**config.mk**
```make
export PLATFORM = sky130hd
export DESIGN_NAME = multicycle_controller
export DESIGN_NICKNAME = d
export VERILOG_FILES = /design/src/rtl/multicycle_controller.sv
export SDC_FILE = /design/constraint.sdc
export NUM_CORES = 1
export LEC_CHECK = 0
export CAP_MARGIN = 10
export CORE_MARGIN = 4
export CORE_UTILIZATION = 45
export DETAILED_ROUTE_END_ITERATION = 12
export GPL_ROUTABILITY_DRIVEN = 0
export PLACE_DENSITY_LB_ADDON = 0.3
export SLEW_MARGIN = 20
export SYNTH_ARGS = -nofsm -noshare
export SYNTH_HDL_FRONTEND = slang
export SYNTH_SLANG_ARGS = --single-unit
```
**constraint.sdc**
```tcl
create_clock -name clk -period 2.6 [get_ports clk]
set_input_delay 0.52 -clock clk [delete_from_list [all_inputs] [get_ports clk]]
set_output_delay 0.52 -clock clk [all_outputs]
set_load 0.03 [all_outputs]
```
**src/rtl/multicycle_controller.sv**
```systemverilog
// Multi-cycle FETCH/DECODE/EXECUTE/MEM/WB sequencer with sticky trap and retire counter.
// Optional MEM_TIMEOUT_EN adds a bounded wait on instruction/data memory acks.
package multicycle_controller_pkg;

  // Instruction classes as produced by decode_opcode; codes 11..15 are illegal.
  typedef enum logic [3:0] {
    lui            = 4'd0,
    auipc          = 4'd1,
    jal            = 4'd2,
    jalr           = 4'd3,
    branch_type    = 4'd4,
    load_type      = 4'd5,
    store_type     = 4'd6,
    imm_arith_type = 4'd7,
    reg_arith_type = 4'd8,
    fence_type     = 4'd9,
    system_type    = 4'd10
  } opcode_t;

  typedef enum logic [2:0] {
    S_FETCH   = 3'd0,
    S_DECODE  = 3'd1,
    S_EXECUTE = 3'd2,
    S_MEM     = 3'd3,
    S_WB      = 3'd4,
    S_TRAP    = 3'd5
  } state_t;

  localparam logic [1:0] CAUSE_NONE    = 2'd0;
  localparam logic [1:0] CAUSE_ILLEGAL = 2'd1;
  localparam logic [1:0] CAUSE_SYSTEM  = 2'd2;
  localparam logic [1:0] CAUSE_TIMEOUT = 2'd3;

endpackage

module multicycle_controller
  import multicycle_controller_pkg::*;
#(
  parameter int unsigned TIMEOUT_CYCLES = 16
) (
  input  logic        clk,
  input  logic        rst,
  input  opcode_t     opcode_type,
  input  logic        branch_taken,
  output logic        imem_req,
  input  logic        imem_ack,
  output logic        dmem_req,
  output logic        dmem_we,
  input  logic        dmem_ack,
  output logic        ir_we,
  output logic        pc_we,
  output logic [1:0]  pc_sel,
  output logic        rf_we,
  output logic [1:0]  wb_sel,
  output logic        trap,
  output logic [1:0]  trap_cause,
  output logic [31:0] instret,
  output logic [2:0]  state
);

  if (TIMEOUT_CYCLES == 0) begin : g_bad_timeout
    $error("TIMEOUT_CYCLES must be at least 1");
  end

  state_t      r_state;
  state_t      w_next;
  opcode_t     r_op;
  logic [1:0]  r_cause;
  logic [1:0]  w_cause;
  logic [31:0] r_instret;
  logic        w_retire;
  logic        w_timeout;

`ifdef MEM_TIMEOUT_EN
  localparam int unsigned WAIT_W = $clog2(TIMEOUT_CYCLES + 1);
  logic [WAIT_W-1:0] r_wait;

  // Waiting cycles seen in the current FETCH/MEM visit; cleared on every state change.
  always_ff @(posedge clk or posedge rst) begin
    if (rst) begin
      r_wait <= '0;
    end else if (w_next != r_state) begin
      r_wait <= '0;
    end else if (r_state == S_FETCH || r_state == S_MEM) begin
      r_wait <= r_wait + WAIT_W'(1);
    end
  end

  assign w_timeout = (r_wait == WAIT_W'(TIMEOUT_CYCLES - 1));
`else
  assign w_timeout = 1'b0;
`endif

  always_ff @(posedge clk or posedge rst) begin
    if (rst) begin
      r_state   <= S_FETCH;
      r_op      <= lui;
      r_cause   <= CAUSE_NONE;
      r_instret <= '0;
    end else begin
      r_state <= w_next;
      r_cause <= w_cause;
      if (r_state == S_DECODE) r_op <= opcode_type;
      if (w_retire) r_instret <= r_instret + 32'd1;
    end
  end

  always_comb begin
    w_next   = r_state;
    w_cause  = r_cause;
    w_retire = 1'b0;
    imem_req = 1'b0;
    ir_we    = 1'b0;
    dmem_req = 1'b0;
    dmem_we  = 1'b0;
    pc_we    = 1'b0;
    pc_sel   = 2'd0;
    rf_we    = 1'b0;
    wb_sel   = 2'd0;
    case (r_state)
      S_FETCH: begin
        imem_req = 1'b1;
        ir_we    = imem_ack;
        if (imem_ack) begin
          w_next = S_DECODE;
        end else if (w_timeout) begin
          w_next  = S_TRAP;
          w_cause = CAUSE_TIMEOUT;
        end
      end
      S_DECODE: begin
        case (opcode_type)
          system_type: begin
            w_next  = S_TRAP;
            w_cause = CAUSE_SYSTEM;
          end
          lui, auipc, jal, jalr, branch_type, load_type, store_type,
          imm_arith_type, reg_arith_type, fence_type: w_next = S_EXECUTE;
          default: begin
            w_next  = S_TRAP;
            w_cause = CAUSE_ILLEGAL;
          end
        endcase
      end
      S_EXECUTE: begin
        case (r_op)
          load_type, store_type: w_next = S_MEM;
          branch_type: begin
            pc_we    = 1'b1;
            pc_sel   = branch_taken ? 2'd1 : 2'd0;
            w_retire = 1'b1;
            w_next   = S_FETCH;
          end
          fence_type: begin
            pc_we    = 1'b1;
            w_retire = 1'b1;
            w_next   = S_FETCH;
          end
          default: w_next = S_WB;
        endcase
      end
      S_MEM: begin
        dmem_req = 1'b1;
        dmem_we  = (r_op == store_type);
        if (dmem_ack) begin
          if (r_op == store_type) begin
            pc_we    = 1'b1;
            w_retire = 1'b1;
            w_next   = S_FETCH;
          end else begin
            w_next = S_WB;
          end
        end else if (w_timeout) begin
          w_next  = S_TRAP;
          w_cause = CAUSE_TIMEOUT;
        end
      end
      S_WB: begin
        rf_we    = 1'b1;
        pc_we    = 1'b1;
        w_retire = 1'b1;
        w_next   = S_FETCH;
        if (r_op == load_type) wb_sel = 2'd1;
        else if (r_op == jal || r_op == jalr) wb_sel = 2'd2;
        if (r_op == jal) pc_sel = 2'd1;
        else if (r_op == jalr) pc_sel = 2'd2;
      end
      S_TRAP: w_next = S_TRAP;
      default: w_next = S_FETCH;
    endcase
  end

  assign trap       = (r_state == S_TRAP);
  assign trap_cause = r_cause;
  assign instret    = r_instret;
  assign state      = r_state;

endmodule

```
==> results.toml, run 1 <==
[route]
wl_met2_um = 2290
wl_um = 4640
ant_nets = 0
dr_wl_met3_um = 198
m1WireLength_um = 2110
highest_layer = "met4"
avgRoutedWirePerCell_um = 14.9
vias = 1661
drtIter0Drc = 39
drt-pass1-iter-count = 4
vias_per_cell = 5.34
drc_errors = 0

[clock_network]
cts_tree = "yes"
postCtsHoldBufs = 0
clk_path_buf_depth = 2
cts_buffers = 5
post_cts_buffers = 0
clk_pin_slew_ns = 0.08
cts_root_buf = "clkbuf_8"
cts.sinks = 41
clk_latency_ns = 0.29
cts_htree_levels = 2

[power]
p_total_w = 0.00253
p_per_area_mw_per_mm2 = 872
comb_power_share_pct = 45.2
netSwitchingFraction_pct = 40.6
internal-power_w = 0.00150
ir_drop_uv = 636
p_switching_w = 0.00103
p_seq_share_pct = 36.8
power_frac_clock_pct = 18.0
power.leakage_nw = 1.23

[cells_and_area]
final_area_mm2 = 0.00290
nets = 268
drive_above_1_share_pct = 13.1
mostFrequentLayoutCell = "clkdlybuf4s50_1"
syn2layout_area_growth_pct = 34.0
mostFrequentLayoutCells = "clkdlybuf4s50_1, dfrtp_1, xnor2_1"
antenna_cells = 0

[sta]
finalHoldViolCount = 0
max_slew.worst_pin.slew_ns = 0.531
setup_violations = 0
clock_skew_ns = 0.00736
rsz0062_at_grt = "false"
fin_crit_sh_pct = 95.9
fmax_ghz = 0.401
fin_setup_tns_ns = 0
drv_slew = 0
post-route-min-period_ns = 2.49
max_slew_margin_pct = 64.4
fin_ws_ns = 0.106

[logic_synthesis]
synth_flop_cell = "dfrtp_1"
ys_ff_latch = 41
synth_area_leader_cell = "dfrtp_1"
avgSynthCellArea_um2 = 11.2
syn_nets = 204
yosys_warnings = 0
netlist_area_mm2 = 0.00216
synth-async-reset-ratio_pct = 100
yosysTopAreaCellShare_pct = 47.4
ys_types = 44
synth-edff-count = 0
synth_seq_area_share_pct = 47.4
netlist_instances = 194
yosys-top-cells-area = "dfrtp_1, xnor2_1, xor2_1, nand4_1, nand2_1"

[run_status]
outcome = "complete, no violations"

[global_routing]
grt_pass1_vias = 1669
grt_max_degree = 42
grt-ovfl-total = 0
grt_pass1_wl_um = 8140
antenna_found_initial = 0
gr-usage-all-layers_pct = 16.8

[floorplanning]
die_y_um = 77.3
row_count = 24
start_util_pct = 48.0
ios = 57
core_mm2 = 0.00450
die_w_um = 77.3
die-area_mm2 = 0.00598

[critical_path]
cp-start-kind = "register"
crit_fanout = 8
crit_arrival_ns = 1.97
critPathKind = "reg -> out"
end_kind = "primary output"
worst_r2r_path_depth = 8
worst_ep_required_time_ns = 2.08

[run]
drv_cap = 0

[placement]
dpl_cell_area_mm2 = 0.00280
pre_cts_ws_ns = 0.0801
numPortBuffers = 56
hpwl_um = 3420

[min_path]
min_path_type = "reg -> reg"
min_path_cells = 1
## cells in the mapped netlist, types with 2 or more instances
master / number
and4b_1: 2
and3_1: 8
nor3b_1: 4
nor2b_1: 4
nor3_1: 8
o21ai_0: 4
and2_1: 6
nor4b_1: 2
nand2_1: 16
nand4_1: 13
xor2_1: 13
dfrtp_1: 41
buf_6: 3
a21oi_1: 6
mux2_2: 3
nor2_1: 3
nor3b_2: 3
inv_1: 5
nand3_1: 4
and4_1: 3
buf_4: 2
xnor2_1: 19
## metal layers
layer / vias to the layer above / GRT usage, %
met5: - / 0
met4: 0 / 5.34
met3: 4 / 4.28
met2: 43 / 27.5
met1: 794 / 21.9
li1: 820 / -
## per-stage QoR
stage	hold slack [ns]	instances	utilization, %
after CTS	0.485	311	64.3
after floorplan	0.553	194	-
final	0.480	311	64.3
after global routing	0.510	311	64.3
after detailed placement	0.473	303	62.1
after global placement	0.466	303	62.1
## power by group through the flow
stage | combinational, W | clock (W) | sequential [W]
detailed placement | 0.00116 | 0 | 0.000945
CTS | 0.00116 | 0.000471 | 0.000933
global placement | 0.00114 | 0 | 0.000934
global route | 0.00123 | 0.000498 | 0.000959
finish | 0.00114 | 0.000455 | 0.000930
floorplan | 0.000671 | 0 | 0.00105
## timing repair
action / 4_1_cts / 5_1_grt
setup endpoints to repair: 2 / 1
gates resized for setup: 2 / 1
cloned: 0 / 0
## cells by family (layout without fill, tap and decap cells)
group	Yosys count	count (layout)	share of synthesized area [%]
AOI/OAI and AO/OA	17	17	6.13
xor gates and xnor gates	32	32	13.0
adders and majority gates	1	1	0.578
buffers and inverters	12	77	3.53
DFF	41	41	47.4
muxes	4	4	2.02
and+or+nand+nor	87	87	27.4
## layout make-up
class                      instances  area, um^2
clock buffer                       7        96.3
multi-input combinational        141        1070
inverter                           6        22.5
timing repair buffer              63         611
sequential                        41        1030
clock inverter                     1        5.00
tap                               52        65.1
fill                             387        1610
## worst paths after layout
path                                  start     endpoint  slack, ns
worst max-delay path               state[0]        ir_we       0.11
worst min-delay path            instret[31]  instret[31]       0.48
worst max register to register     state[1]  instret[29]       0.52
worst min register to register  instret[31]  instret[31]       0.48
max in group asynchronous               rst  instret[10]       1.58
min in group asynchronous               rst      r_op[3]       0.66
## critical path, cell delays in order, from the launching register on
cell and delay (ns):
dfrtp_1 0.45, buf_4 0.19, nor3_1 0.22, and2_1 0.15, clkdlybuf4s50_1 0.67
## sequential cells by signal, summed over array words and instances, names as in the netlist
name	flops
instret	32
r_op	4
state	3
trap_cause	2
Note: power is estimated with default switching activity, not from simulation.
==> inputs of run 2 (changes only) <==
ABC_AREA = 1   (was not set)
==> results.toml, run 2 <==
[run_status]
outcome = "complete, no violations"

[floorplanning]
die_y_um = 84.5
die_w_um = 84.5
start_util_pct = 47.0
core_mm2 = 0.00561
ios = 57
die-area_mm2 = 0.00714
row_count = 27

[sta]
drv_slew = 0
setup_violations = 0
finalHoldViolCount = 0
clock_skew_ns = 0.00435
post-route-min-period_ns = 2.47
fin_crit_sh_pct = 94.9
rsz0062_at_grt = "false"
fmax_ghz = 0.405
max_slew.worst_pin.slew_ns = 0.518
fin_setup_tns_ns = 0
fin_hold_ws_ns = 0.503
max_slew_margin_pct = 65.4

[clock_network]
cts_htree_levels = 2
clk_pin_slew_ns = 0.07
post_cts_buffers = 0
cts_root_buf = "clkbuf_8"
clk_latency_ns = 0.30
cts.sinks = 41
ctsResizeCount = 0
cts_tree = "yes"
cts_buffers = 5
postCtsHoldBufs = 0
clk_path_buf_depth = 2

[cells_and_area]
antenna_cells = 0
largest_register_ffs = 32
drive_above_1_share_pct = 4.55
nets = 472
regArea_mm2 = 0.00103
multi_input_area_mm2 = 0.00142
syn2layout_area_growth_pct = 27.9
fillCellCount = 570
final_area_mm2 = 0.00337
mostFrequentLayoutCells = "nand2_1, nor2_1, clkdlybuf4s50_1"
mostFrequentLayoutCell = "nand2_1"

[critical_path]
critPathKind = "reg -> out"
crit_arrival_ns = 1.95
worst_ep_required_time_ns = 2.08
crit_fanout = 6
cp-start-kind = "register"
end_kind = "primary output"

[route]
drtIter0Drc = 161
wl_um = 6720
ant_nets = 0
vias_per_cell = 4.99
drt-pass1-iter-count = 4
vias = 2663
drc_errors = 0
avgRoutedWirePerCell_um = 12.6

[logic_synthesis]
syn_nets = 410
netlist_instances = 400
synth_flop_cell = "dfrtp_1"
ys_types = 22
yosys_warnings = 0
yosysTopAreaCellShare_pct = 39.0
synth-edff-count = 0
synth_seq_area_share_pct = 39.0
synth_common_cells = "nand2_1, nor2_1, dfrtp_1, inv_1, nand3_1"
avgSynthCellArea_um2 = 6.58
synth_area_leader_cell = "dfrtp_1"
yosys-top-cells-area = "dfrtp_1, nand2_1, nor2_1, inv_1, nand3b_1"
yosysMostFrequentCell = "nand2_1"
ys_ff_latch = 41
synth-async-reset-ratio_pct = 100
netlist_area_mm2 = 0.00263

[global_routing]
grt-ovfl-total = 0
antenna_found_initial = 0
grt_max_degree = 42
grt_pass1_wl_um = 12000
grt_pass1_vias = 2700
gr-usage-all-layers_pct = 20.4

[placement]
numPortBuffers = 56
dpl_cell_area_mm2 = 0.00327
hpwl_um = 5330

[power]
power.leakage_nw = 1.48
ir_drop_uv = 600
p_per_area_mw_per_mm2 = 654

[run]
drv_cap = 0

[min_path]
min_path_type = "reg -> reg"
[run 2: where the power goes]
part	total, W	switching [W]	leakage [nW]	internal (W)
Clock	0.000424	0.000213	0.0443	0.000211
Combinational	0.000937	0.000612	0.884	0.000326
Sequential	0.000841	0.000106	0.551	0.000734
[run 2: cells by family after synthesis]
logic type / after synthesis / share of synthesized area [%]
xor gates and xnor gates: 8 / 2.66
DFF: 41 / 39.0
AOI/OAI and AO/OA: 18 / 3.52
buffers and inverters: 45 / 7.27
and+or+nand+nor: 287 / 47.1
adders and majority gates: 1 / 0.475
[run 2: metrics by stage]
| step | cells | utilization [%] | total power, W | setup WS, ns |
|---|---|---|---|---|
| after floorplan | 400 | - | 0.00148 | 0.244 |
| after global placement | 527 | 58.4 | 0.00177 | 0.293 |
| after detailed placement | 527 | 58.4 | 0.00180 | 0.227 |
| after CTS | 534 | 59.9 | 0.00223 | 0.0190 |
| after global routing | 534 | 60.1 | 0.00235 | 0.0199 |
| final | 534 | 60.1 | 0.00220 | 0.133 |
[run 2: path summary, 6_finish.rpt]
kind / start / end / slack, ns / depth (start not counted)
setup / recovery: state[0] / pc_sel[1] / 0.13 / 4
hold / removal: trap_cause[1] / trap_cause[1] / 0.50 / 1
setup reg to reg: instret[0] / instret[22] / 0.89 / 8
hold reg to reg: trap_cause[1] / trap_cause[1] / 0.50 / 1
max in group asynchronous: rst / instret[19] / 1.58 / 3
min in group asynchronous: rst / instret[31] / 0.67 / 3
[run 2: cell type report]
cell class	count	area share [%]
Multi-Input combinational cell	314	42.1
Sequential cell	41	30.5
Timing Repair Buffer	61	17.9
Inverter	39	4.35
Tap cell	72	2.67
Clock buffer	7	2.56
[run 2: critical path, stage by stage (launching register included)]
cell and delay, ns:
dfrtp_1 0.45, inv_2 0.14, nand3_1 0.18, nor2_1 0.18
clkdlybuf4s50_1 0.71
[run 2: layer usage]
metal / vias up / GRT usage, % / wire length, um
li1: 1380 / - / -
met1: 1196 / 25.6 / 2840
met2: 74 / 35.1 / 3310
met3: 13 / 4.71 / 452
met4: 0 / 5.90 / 114
met5: - / 0 / 0
==> patch: new RTL, flow settings as in run 2 <==
Add a define of `MEM_TIMEOUT_EN`.
--- a/src/rtl/multicycle_controller.sv
+++ b/src/rtl/multicycle_controller.sv
@@ -1,4 +1,6 @@
 // Multi-cycle FETCH/DECODE/EXECUTE/MEM/WB sequencer with sticky trap and retire counter.
 // Optional MEM_TIMEOUT_EN adds a bounded wait on instruction/data memory acks.
+`define MEM_TIMEOUT_EN
+
 package multicycle_controller_pkg;
 
Check against the original RTL: no difference found for any inputs over 10 cycles, from zero or initial values and one cycle with rst high; that may be too few to reach the edited logic, so the function may still have changed.
==> patch against run 2 <==
Clock power grew 3%; synthesized cell count is 6.8% lower; hold slack improved by 1.9 ps; wire length shrank 7.5%; setup slack improved by 36 ps; sequential cell count rose by 5; combinational power rose by 21%; count of clock-buffer cells in the layout down 2; global-route usage decreased by 2.3 points; cell area is 3.3% higher; total power is 14% higher; sequential power grew 13%; area after synthesis rose by 3.9%; critical path type unchanged; largest cell class unchanged; largest power group unchanged.
==> patch: results (changes against run 2) <==
[synthesis]
synth_xor_area_share_pct=8.642  ; +6.0 points
synth_fp_nets=385  ; -6.1%
synthTopCellsByCount=nand2_1, nor2_1, dfrtp_1
seq_area_frac_synth_pct=42.07  ; +3.1 points
synth_mux_area_share_pct=0.7773  ; +0.78 points

[global_routing]
grt_pass1_wl_microns=10900  ; -9.5%
grt_max_degree=47  ; +12%
grt_pass1_vias=2387  ; -12%

[final_layout]
nets=447  ; -5.3%
instances_no_fill=511  ; -4.3%
layout-drive-gt1-share_pct=6.881  ; +2.3 points
fill_cells=568  ; -0.35%

[placement]
preCtsSetupSlack_ps=214.6  ; -12.73 ps
place_inst=503  ; -4.6%

[route]
vias=2522  ; -5.3%
drt_iter0_markers=125  ; -22%
firstDrtPassIters=5  ; +1

[run_status]
status=complete, no violations

[cts]
cts_resized=3  ; +3
cts.reportedPaths.clkPinSlew_ps=90  ; +20 ps

[power]
power.leakage_nw=1.531  ; +3.5%

[sta]
min_period_ps=2432  ; -35.54 ps
clock_skew_ps=11.79  ; +7.435 ps
holdWs_ps=505.3  ; +1.853 ps

[critical_path]
cpPeakStageDelay_ps=680  ; -30 ps

patch: changes by cell type in the layout (fill, tap and decap cells not counted), moves of 4 or more:
cell,change
o21ai_0,-4
nand2_1,-44
xnor2_1,+13
dfrtp_1,+5
xor2_1,+6
nand3_1,-5
nor2_1,-9
nand3b_1,-10
patch: cell families (layout without fill, tap and decap cells):
logic type               after synthesis  count (layout)
AND/OR/NAND/NOR                      229             229
buffers and inverters                 47             110
flip-flops                            46              46
XOR/XNOR                              27              27
AO/OA/AOI/OAI                         19              19
adder cells (fa/ha/maj)                3               3
multiplexers                           2               2
patch: worst paths after layout:
check / startpoint / endpoint / cells after the start
min in group asynchronous: rst / trap_cause[1] / 3
worst min-delay path: instret[12] / instret[12] / 1
worst max register to register: r_wait[0] / r_wait[4] / 8
worst min register to register: instret[12] / instret[12] / 1
worst max-delay path: state[2] / dmem_we / 4
max in group asynchronous: rst / instret[18] / 3
patch: power by group:
part           internal (mW)  leakage (nW)  switching [mW]
combinational          0.417         0.883           0.718
sequential             0.827         0.604           0.122
clock                  0.189        0.0441           0.247
patch: area by class of cell:
class / count / area (sq um) / area share, %
multi-input combinational: 280 / 1401 / 40.26
sequential: 46 / 1151 / 33.07
timing repair buffer: 61 / 590.6 / 16.97
inverter: 41 / 153.9 / 4.421
tap: 75 / 93.84 / 2.696
clock buffer: 5 / 68.82 / 1.977
clock inverter: 3 / 21.27 / 0.6111
patch: layer usage:
layer / track usage (%) / routed length (microns) / up-vias / share of wire, %
met5: 0 / 0 / - / 0
met1: 25.00 / 3016 / 1154 / 49
met3: 3.842 / 295 / 8 / 4.7
met2: 28.94 / 2865 / 58 / 46
met4: 4.892 / 36 / 0 / 0.58
li1: - / - / 1302 / -
